File: config.mk
export PLATFORM = sky130hd
export DESIGN_NAME = axi4l_cmd_master
export DESIGN_NICKNAME = d
export VERILOG_FILES = /design/src/rtl/axi4l_cmd_master.sv
export SDC_FILE = /design/constraint.sdc
export NUM_CORES = 1
export LEC_CHECK = 0
export CORE_ASPECT_RATIO = 1.4
export CORE_MARGIN = 8
export CORE_UTILIZATION = 55
export DETAILED_ROUTE_END_ITERATION = 8
export GPL_TIMING_DRIVEN = 0
export PLACE_DENSITY = 0.82
export SLEW_MARGIN = 20
export SYNTH_ARGS = -nofsm -noshare
export SYNTH_HDL_FRONTEND = slang
export SYNTH_SLANG_ARGS = --single-unit
File: constraint.sdc
create_clock -name fclk -period 20.7 [get_ports fclk]
set_input_delay 2.07 -clock fclk [delete_from_list [all_inputs] [get_ports fclk]]
set_output_delay 2.07 -clock fclk [all_outputs]
set_load 0.01 [all_outputs]
File: src/rtl/axi4l_cmd_master.sv
// AXI4-Lite master command engine: buffers read/write commands in a FIFO, issues
// them one at a time on the ca4l_* bus and returns one response word per command.
module axi4l_cmd_master #(
    parameter int ADDR_W  = 32,
    parameter int DATA_W  = 32,
    parameter int DEPTH   = 4,
    parameter int TIMEOUT = 256
) (
    input  logic                fclk,
    input  logic                rst,
    input  logic                cmd_valid,
    output logic                cmd_ready,
    input  logic                cmd_we,
    input  logic [ADDR_W-1:0]   cmd_addr,
    input  logic [DATA_W-1:0]   cmd_wdata,
    input  logic [DATA_W/8-1:0] cmd_wstrb,
    output logic                rsp_valid,
    input  logic                rsp_ready,
    output logic                rsp_we,
    output logic [DATA_W-1:0]   rsp_data,
    output logic [1:0]          rsp_resp,
    output logic                rsp_timeout,
    output logic                busy,
    output logic [ADDR_W-1:0]   ca4l_araddr,
    output logic [2:0]          ca4l_arprot,
    output logic                ca4l_arvalid,
    input  logic                ca4l_arready,
    output logic [ADDR_W-1:0]   ca4l_awaddr,
    output logic [2:0]          ca4l_awprot,
    output logic                ca4l_awvalid,
    input  logic                ca4l_awready,
    output logic [DATA_W-1:0]   ca4l_wdata,
    output logic [DATA_W/8-1:0] ca4l_wstrb,
    output logic                ca4l_wvalid,
    input  logic                ca4l_wready,
    input  logic                ca4l_bvalid,
    input  logic [1:0]          ca4l_bresp,
    output logic                ca4l_bready,
    input  logic                ca4l_rvalid,
    input  logic [1:0]          ca4l_rresp,
    input  logic [DATA_W-1:0]   ca4l_rdata,
    output logic                ca4l_rready
);

    localparam int STRB_W = DATA_W / 8;
    localparam int PTR_W  = $clog2(DEPTH);
    localparam int CMD_W  = 1 + ADDR_W + DATA_W + STRB_W;
    localparam int CNT_W  = (TIMEOUT > 1) ? $clog2(TIMEOUT) : 1;
    localparam logic [CNT_W-1:0] TO_LAST = (TIMEOUT > 0) ? CNT_W'(TIMEOUT - 1) : '0;

    typedef enum logic [2:0] {IDLE, WR_AW_W, WR_B, RD_AR, RD_R, RSP} state_t;

    state_t state, state_nx;

    logic [CMD_W-1:0]  fifo_mem [DEPTH];
    logic [PTR_W-1:0]  wr_ptr, rd_ptr;
    logic [PTR_W:0]    count, count_nx;
    logic              push, pop;
    logic              head_we;
    logic [ADDR_W-1:0] head_addr;
    logic [DATA_W-1:0] head_wdata;
    logic [STRB_W-1:0] head_strb;

    logic [CNT_W-1:0]  tcnt;
    logic              to_hit, abort;
    logic              aw_hs, w_hs, ar_hs, b_hs, r_hs, aw_done, w_done;

    logic              arvalid_d, awvalid_d, wvalid_d, bready_d, rready_d;
    logic [ADDR_W-1:0] araddr_d, awaddr_d;
    logic [DATA_W-1:0] wdata_d, rsp_data_d;
    logic [STRB_W-1:0] wstrb_d;
    logic              rsp_we_d, rsp_timeout_d;
    logic [1:0]        rsp_resp_d;

    assign ca4l_arprot = 3'b000;
    assign ca4l_awprot = 3'b000;

    assign push = cmd_valid & cmd_ready;
    assign pop  = (state == IDLE) && (count != '0);
    assign {head_we, head_addr, head_wdata, head_strb} = fifo_mem[rd_ptr];

    always_comb begin
        count_nx = count;
        if (push && !pop)
            count_nx = count + 1'b1;
        else if (pop && !push)
            count_nx = count - 1'b1;
    end

    always_ff @(posedge fclk) begin
        if (push && !rst)
            fifo_mem[wr_ptr] <= {cmd_we, cmd_addr, cmd_wdata, cmd_wstrb};
    end

    always_ff @(posedge fclk) begin
        if (rst) begin
            wr_ptr    <= '0;
            rd_ptr    <= '0;
            count     <= '0;
            cmd_ready <= 1'b1;
        end else begin
            if (push)
                wr_ptr <= wr_ptr + 1'b1;
            if (pop)
                rd_ptr <= rd_ptr + 1'b1;
            count     <= count_nx;
            cmd_ready <= (count_nx != (PTR_W + 1)'(DEPTH));
        end
    end

    assign aw_hs   = ca4l_awvalid & ca4l_awready;
    assign w_hs    = ca4l_wvalid & ca4l_wready;
    assign ar_hs   = ca4l_arvalid & ca4l_arready;
    assign b_hs    = ca4l_bready & ca4l_bvalid;
    assign r_hs    = ca4l_rready & ca4l_rvalid;
    // A channel counts as done once its valid has dropped or is handshaking now.
    assign aw_done = !ca4l_awvalid || ca4l_awready;
    assign w_done  = !ca4l_wvalid || ca4l_wready;
    assign to_hit  = (TIMEOUT != 0) && (tcnt == TO_LAST);

    always_ff @(posedge fclk) begin
        if (rst) begin
            state <= IDLE;
            tcnt  <= '0;
        end else begin
            state <= state_nx;
            if (state_nx != state)
                tcnt <= '0;
            else if (state != IDLE && state != RSP)
                tcnt <= tcnt + 1'b1;
        end
    end

    always_comb begin
        state_nx = state;
        case (state)
            IDLE:    if (pop) state_nx = head_we ? WR_AW_W : RD_AR;
            WR_AW_W: if (aw_done && w_done) state_nx = WR_B;
                     else if (to_hit) state_nx = RSP;
            WR_B:    if (b_hs || to_hit) state_nx = RSP;
            RD_AR:   if (ar_hs) state_nx = RD_R;
                     else if (to_hit) state_nx = RSP;
            RD_R:    if (r_hs || to_hit) state_nx = RSP;
            RSP:     if (rsp_ready) state_nx = IDLE;
            default: state_nx = IDLE;
        endcase
    end

    always_comb begin
        arvalid_d     = ca4l_arvalid;
        awvalid_d     = ca4l_awvalid;
        wvalid_d      = ca4l_wvalid;
        bready_d      = ca4l_bready;
        rready_d      = ca4l_rready;
        araddr_d      = ca4l_araddr;
        awaddr_d      = ca4l_awaddr;
        wdata_d       = ca4l_wdata;
        wstrb_d       = ca4l_wstrb;
        rsp_we_d      = rsp_we;
        rsp_data_d    = rsp_data;
        rsp_resp_d    = rsp_resp;
        rsp_timeout_d = rsp_timeout;
        abort         = 1'b0;
        case (state)
            IDLE: if (pop) begin
                rsp_we_d = head_we;
                if (head_we) begin
                    awaddr_d  = head_addr;
                    wdata_d   = head_wdata;
                    wstrb_d   = head_strb;
                    awvalid_d = 1'b1;
                    wvalid_d  = 1'b1;
                end else begin
                    araddr_d  = head_addr;
                    arvalid_d = 1'b1;
                end
            end
            WR_AW_W: begin
                if (aw_hs) awvalid_d = 1'b0;
                if (w_hs)  wvalid_d  = 1'b0;
                if (aw_done && w_done) bready_d = 1'b1;
                else if (to_hit)       abort    = 1'b1;
            end
            WR_B: if (b_hs) begin
                bready_d      = 1'b0;
                rsp_data_d    = '0;
                rsp_resp_d    = ca4l_bresp;
                rsp_timeout_d = 1'b0;
            end else if (to_hit) abort = 1'b1;
            RD_AR: if (ar_hs) begin
                arvalid_d = 1'b0;
                rready_d  = 1'b1;
            end else if (to_hit) abort = 1'b1;
            RD_R: if (r_hs) begin
                rready_d      = 1'b0;
                rsp_data_d    = ca4l_rdata;
                rsp_resp_d    = ca4l_rresp;
                rsp_timeout_d = 1'b0;
            end else if (to_hit) abort = 1'b1;
            default: ;
        endcase
        // Recovery abort drops every handshake line at once, even mid-transfer.
        if (abort) begin
            arvalid_d     = 1'b0;
            awvalid_d     = 1'b0;
            wvalid_d      = 1'b0;
            bready_d      = 1'b0;
            rready_d      = 1'b0;
            rsp_data_d    = '0;
            rsp_resp_d    = 2'b10;
            rsp_timeout_d = 1'b1;
        end
    end

    always_ff @(posedge fclk) begin
        if (rst) begin
            ca4l_arvalid <= 1'b0;
            ca4l_awvalid <= 1'b0;
            ca4l_wvalid  <= 1'b0;
            ca4l_bready  <= 1'b0;
            ca4l_rready  <= 1'b0;
            ca4l_araddr  <= '0;
            ca4l_awaddr  <= '0;
            ca4l_wdata   <= '0;
            ca4l_wstrb   <= '0;
            rsp_valid    <= 1'b0;
            rsp_we       <= 1'b0;
            rsp_data     <= '0;
            rsp_resp     <= '0;
            rsp_timeout  <= 1'b0;
            busy         <= 1'b0;
        end else begin
            ca4l_arvalid <= arvalid_d;
            ca4l_awvalid <= awvalid_d;
            ca4l_wvalid  <= wvalid_d;
            ca4l_bready  <= bready_d;
            ca4l_rready  <= rready_d;
            ca4l_araddr  <= araddr_d;
            ca4l_awaddr  <= awaddr_d;
            ca4l_wdata   <= wdata_d;
            ca4l_wstrb   <= wstrb_d;
            rsp_valid    <= (state_nx == RSP);
            rsp_we       <= rsp_we_d;
            rsp_data     <= rsp_data_d;
            rsp_resp     <= rsp_resp_d;
            rsp_timeout  <= rsp_timeout_d;
            busy         <= (state_nx != IDLE) || (count_nx != '0);
        end
    end

endmodule

; ---- After elaboration in Yosys (flattened, before gate mapping)
; Memories as Yosys holds them, arrays and structs flattened. A register that Yosys moved wholly into a read port is not among the register bits.
; Cells that the tools add are included.
[totals]
regBits = 162
ram_bits = 276
in_bits = 114
output_inout_bits = 150
elab_cells = 141
n_memories = 1
[classes]
n_addsub = 5
n_eq_ne = 21
muxes = 46
bitwise_logic = 7
reduce_logical = 39
[memory_table]
columns = name, depth, word_bits, read_ports, rd_ports_with_merged_regs, write_ports, line_no
row1 = fifo_mem, 4, 69, 1, 1, 1, 55  ; logic [CMD_W-1:0] fifo_mem [DEPTH];
[ops]
columns = op, count
row1 = two-way mux 32 bit, 2
row2 = one-hot mux 32 bit (2 select lines), 1
row3 = two-way mux 3 bit, 9
row4 = two-way mux 1 bit, 19
row5 = "!= test 2 bit, second input constant", 9
row6 = one-hot mux 3 bit (6 select lines), 1
row7 = AND reduction 3 bit, 6
row8 = nonzero test 3 bit, 5
row9 = two-way mux 2 bit, 6
row10 = "!= test 3 bit, second input constant", 4
row11 = one-hot mux 1 bit (2 select lines), 6
row12 = AND reduction 4 bit, 3
row13 = nonzero test 2 bit, 5
row14 = "== test 3 bit, second input constant", 3
row15 = "adder 8 x 1 -> 8 bit, second input constant", 1
row16 = "== test 8 bit, second input constant", 1
row17 = AND 1 bit, 6
row18 = "== test 3 x 2 -> 1 bit, second input constant", 2
row19 = logical AND 1 bit, 6
row20 = logical NOT 1 bit, 5
row21 = logical OR 1 bit, 5
row22 = "adder 2 x 1 -> 2 bit, second input constant", 2
row23 = one-hot mux 1 bit (4 select lines), 1
row24 = one-hot mux 2 bit (2 select lines), 1
row25 = other kinds (8), 9

; ---- Logic depth before layout (Yosys ltp)
[logic_depth]
depth_word = 7
mapped_depth = 9
mapped_depth_nobuf = 8

; ---- Worst setup path after synthesis
; No wires, ideal clock.
[synth_path]
kind = input-to-reg
from = input cmd_valid
to = memory fifo_mem[0][0] in the netlist's numbering, enable pin
setup_time_ns = 0.595
t_arrival_ns = 7.363
path_slack_ns = 12.742
stages = 2
path_buffers = 0
cell_sequence = nand2_1 -> nor3b_1
[synth_via]
elab_chain_cells = 4
[synth_rtl]
columns = element, line_no
row1 = start: declaration, 11  ; input logic cmd_valid,
row2 = AND 1 bit, 78  ; assign push = cmd_valid & cmd_ready;
row3 = logical AND 1 bit, 91  ; if (push && !rst)
row4 = two-way mux 1 bit, 91
row5 = two-way mux 1 bit (implied by the code), 92  ; fifo_mem[wr_ptr] <= {cmd_we, cmd_addr, cmd_wdata, cmd_wstrb};
row6 = end: declaration, 55
; No other way between the ends.

; ---- Final worst setup path
[layout_path]
from = input rst
to = memory fifo_mem[3][26] in the netlist's numbering, enable pin
[layout_via]
elab_chain_cells = 4
[layout_rtl]
columns = element, line_no
row1 = start: declaration, 10  ; input logic rst,
row2 = logical NOT 1 bit, 91
row3 = logical AND 1 bit, 91
row4 = two-way mux 1 bit, 91
row5 = two-way mux 1 bit (implied by the code), 92
; No other way between the ends.

==> impl_metrics.ini <==
[place]
port_buffers = 257
gp_congestion = 0.902
dp_hpwl_um = 29700

[sta]
fin_crit_sh_pct = 20.8
fin_tns_setup_ns = 0
rsz0062_at_grt = no
relSlewSlack_pct = 33.7
max_freq_mhz = 233
slew_viol_final = 0
finalSetupViolations = 0
fin_crit_ns = 4.30
clock_skew_ns = 0.0189
finalHoldViolCount = 0
worstMarginPinSlew_ns = 0.987

[yosys]
synth_flop_cell = edfxtp_1
yosys.area.top_type = edfxtp_1
synthArstFlopShare_pct = 0
avgSynthCellArea_um2 = 14.2
synth.top_cell.area_share_pct = 50.8
ys_seq_area_share_pct = 70.9
synthTopCellsByArea = edfxtp_1, dfxtp_1, mux4_2, nand2_1, a21oi_1
yosys_warnings = 0
ys_seq_elements = 440
synth-edff-count = 276
synthDistinctLibCells = 57
syn_inst = 1153
syn_area_mm2 = 0.0163

[grt]
grt_usage_pct = 22.6
grt_pass1_vias = 11400
grt_max_degree = 17
antenna_found_initial = 3
grt_first_pass_wirelength_um = 62500
overflow = 0

[setup_path]
cp.arrival_ns = 4.54
endpoint_kind = flip-flop
r2r-end = ca4l_araddr[23]
worst-endpoint-required_ns = 20.94
cp_max_fo = 10
rrSetupSlack_ns = 18.15
worstSetupPathType = input port to flip-flop
critPathLaunchType = input port
r2r_start = count[0]
reg2reg_depth = 9

[power_and_ir_drop]
power.leakage_nw = 7.01
irDropWorstVdd_uv = 85.3
seqPwrFrac_pct = 42.0
netSwitchingPower_mw = 0.802
combPwrFrac_pct = 29.7
clock_power_share_pct = 28.3
p_int_mw = 1.82
powerDensity_mw_per_mm2 = 124
sw_frac_of_total_pct = 30.6

[cells_and_area]
n_fill_cell = 1917
final_common_cell = edfxtp_1
num-nets-final = 1617
layout.area.seq_mm2 = 0.0116
synthToLayoutAreaGrowth_pct = 29.1
post-route-util_pct = 72.3
layout_common_cells = edfxtp_1, clkdlybuf4s50_1, nand2_1
multi_input_area_mm2 = 0.00438
drive_gt1_share_pct = 14.6

[floorplanning]
die_area_mm2 = 0.0355
fp.dieH_um = 220
core_mm2 = 0.0292
initial_core_util_pct = 56.0
row_count = 74
ios = 264
die_w_um = 162

[drt]
ant_nets = 0
drc = 0
first_iter_violations = 857
vias = 10700
drt_pre_antenna_iters = 5
wl_per_cell_um = 21.5
drt-vias-per-instance = 5.61
routed_wl_um = 41000

[clock_network]
cts-root-buf = clkbuf_16
cts_buffer_depth = 3
htreeDepth = 2
ctsResizeCount = 0
clkLatencyLatePin_ns = 0.54
post_cts_buffers = 0
tritoncts = built
cts.hold.buffers_added = 0
cts_sinks = 440
clk_pin_slew_ns = 0.06
cts_buffers = 40

[hold_path]
min_to = rsp_data[31]
hold_start = rsp_data[31]
min_path_type = flip-flop to flip-flop
hold_depth = 2

[job]
drv_cap = 0

[status]
outcome = complete, no violations
[power groups by stage]
| stage | Combinational [mW] | Clock (mW) | Sequential, mW |
|---|---|---|---|
| final | 0.778 | 0.741 | 1.10 |
| after floorplan | 0.411 | 0 | 1.14 |
| after global placement | 0.749 | 0 | 1.12 |
| after global routing | 0.839 | 0.785 | 1.11 |
| after CTS | 0.786 | 0.752 | 1.10 |
| after detailed placement | 0.779 | 0 | 1.12 |
[through the flow]
step	setup slack (ns)	instance area (um2)	hold WS, ns	std cells	total power [mW]
floorplan	12.74	16300	0.469	1158	1.55
global placement	7.92	19400	0.439	1795	1.87
detailed placement	15.88	19800	0.446	1833	1.90
CTS	16.42	21100	0.455	1907	2.64
global route	16.31	21100	0.474	1908	2.73
finish	16.40	21100	0.451	1909	2.62
[Yosys cell counts (all sizes together), types with 2 or more instances]
| cell type | number |
|---|---|
| edfxtp | 276 |
| nand3 | 39 |
| mux2i | 2 |
| nor4 | 10 |
| o22ai | 2 |
| or3 | 2 |
| inv | 10 |
| a21oi | 147 |
| buf | 42 |
| o2111ai | 2 |
| a21boi | 2 |
| nand2 | 254 |
| xor2 | 8 |
| dfxtp | 164 |
| and2 | 3 |
| xnor2 | 4 |
| a211oi | 4 |
| a31oi | 3 |
| nor3 | 6 |
| mux4 | 69 |
| clkbuf | 33 |
| or2 | 2 |
| nor2 | 18 |
| o21ai | 8 |
| nor3b | 5 |
| ha | 8 |
| nor2b | 4 |
| and3 | 2 |
| nand2b | 4 |
[kinds of logic (layout without fill, tap and decap cells)]
kind of cell	after synthesis	count (layout)	share of synthesized area [%]
other cells	1	8	0.0230
buf+inv	85	454	2.55
fa+ha+maj	8	8	0.613
xor+xnor	12	12	0.690
compound gates	179	179	6.12
flops	440	440	70.9
mux	72	72	9.71
simple gates	356	356	9.43
[how the worst max path moves through the flow]
stage | start | end | slack, ns | cells past startpoint
finish | rst | fifo_mem[3][26] | 16.40 | 8
global route | rst | fifo_mem[3][15] | 16.31 | 8
CTS | rst | fifo_mem[3][26] | 16.42 | 8
detailed placement | rst | fifo_mem[3][26] | 15.88 | 8
global placement | rst | fifo_mem[2][26] | 7.92 | 3
floorplan | cmd_valid | fifo_mem[0][0] | 12.74 | 2
[registers in the layout, summed over array words and instances (netlist names), 2 cells and up, named ones only]
register,count
wr_ptr,2
rsp_data,32
tcnt,8
fifo_mem,276
state,3
rd_ptr,2
ca4l_wdata,32
rsp_resp,2
ca4l_araddr,32
ca4l_wstrb,4
ca4l_awaddr,32
count,3
[worst max-delay path: stages]
cell and delay, ns:
clkdlybuf4s50_1 0.58, clkbuf_1 0.38, nor3b_2 0.47, buf_4 0.24
buf_4 0.22, buf_4 0.20, buf_4 0.19, buf_6 0.17
[routing by layer]
metal | up-vias | GRT usage [%] | wire [um]
li1 | 4910 | - | -
met1 | 5313 | 24.4 | 14800
met2 | 401 | 41.5 | 21800
met3 | 80 | 5.71 | 3090
met4 | 4 | 9.41 | 1240
met5 | - | 0 | 27
[layout make-up]
type,count,share of cell area (%)
clock inverters,20,0.967
inverters,10,0.178
flip-flops and latches,440,54.9
clock buffers,54,5.29
well taps,380,2.26
multi-input cells,633,20.8
diodes,2,0.0237
repair buffers,295,13.8
plain buffers,75,1.80
Power figures use the tool's default switching activity.
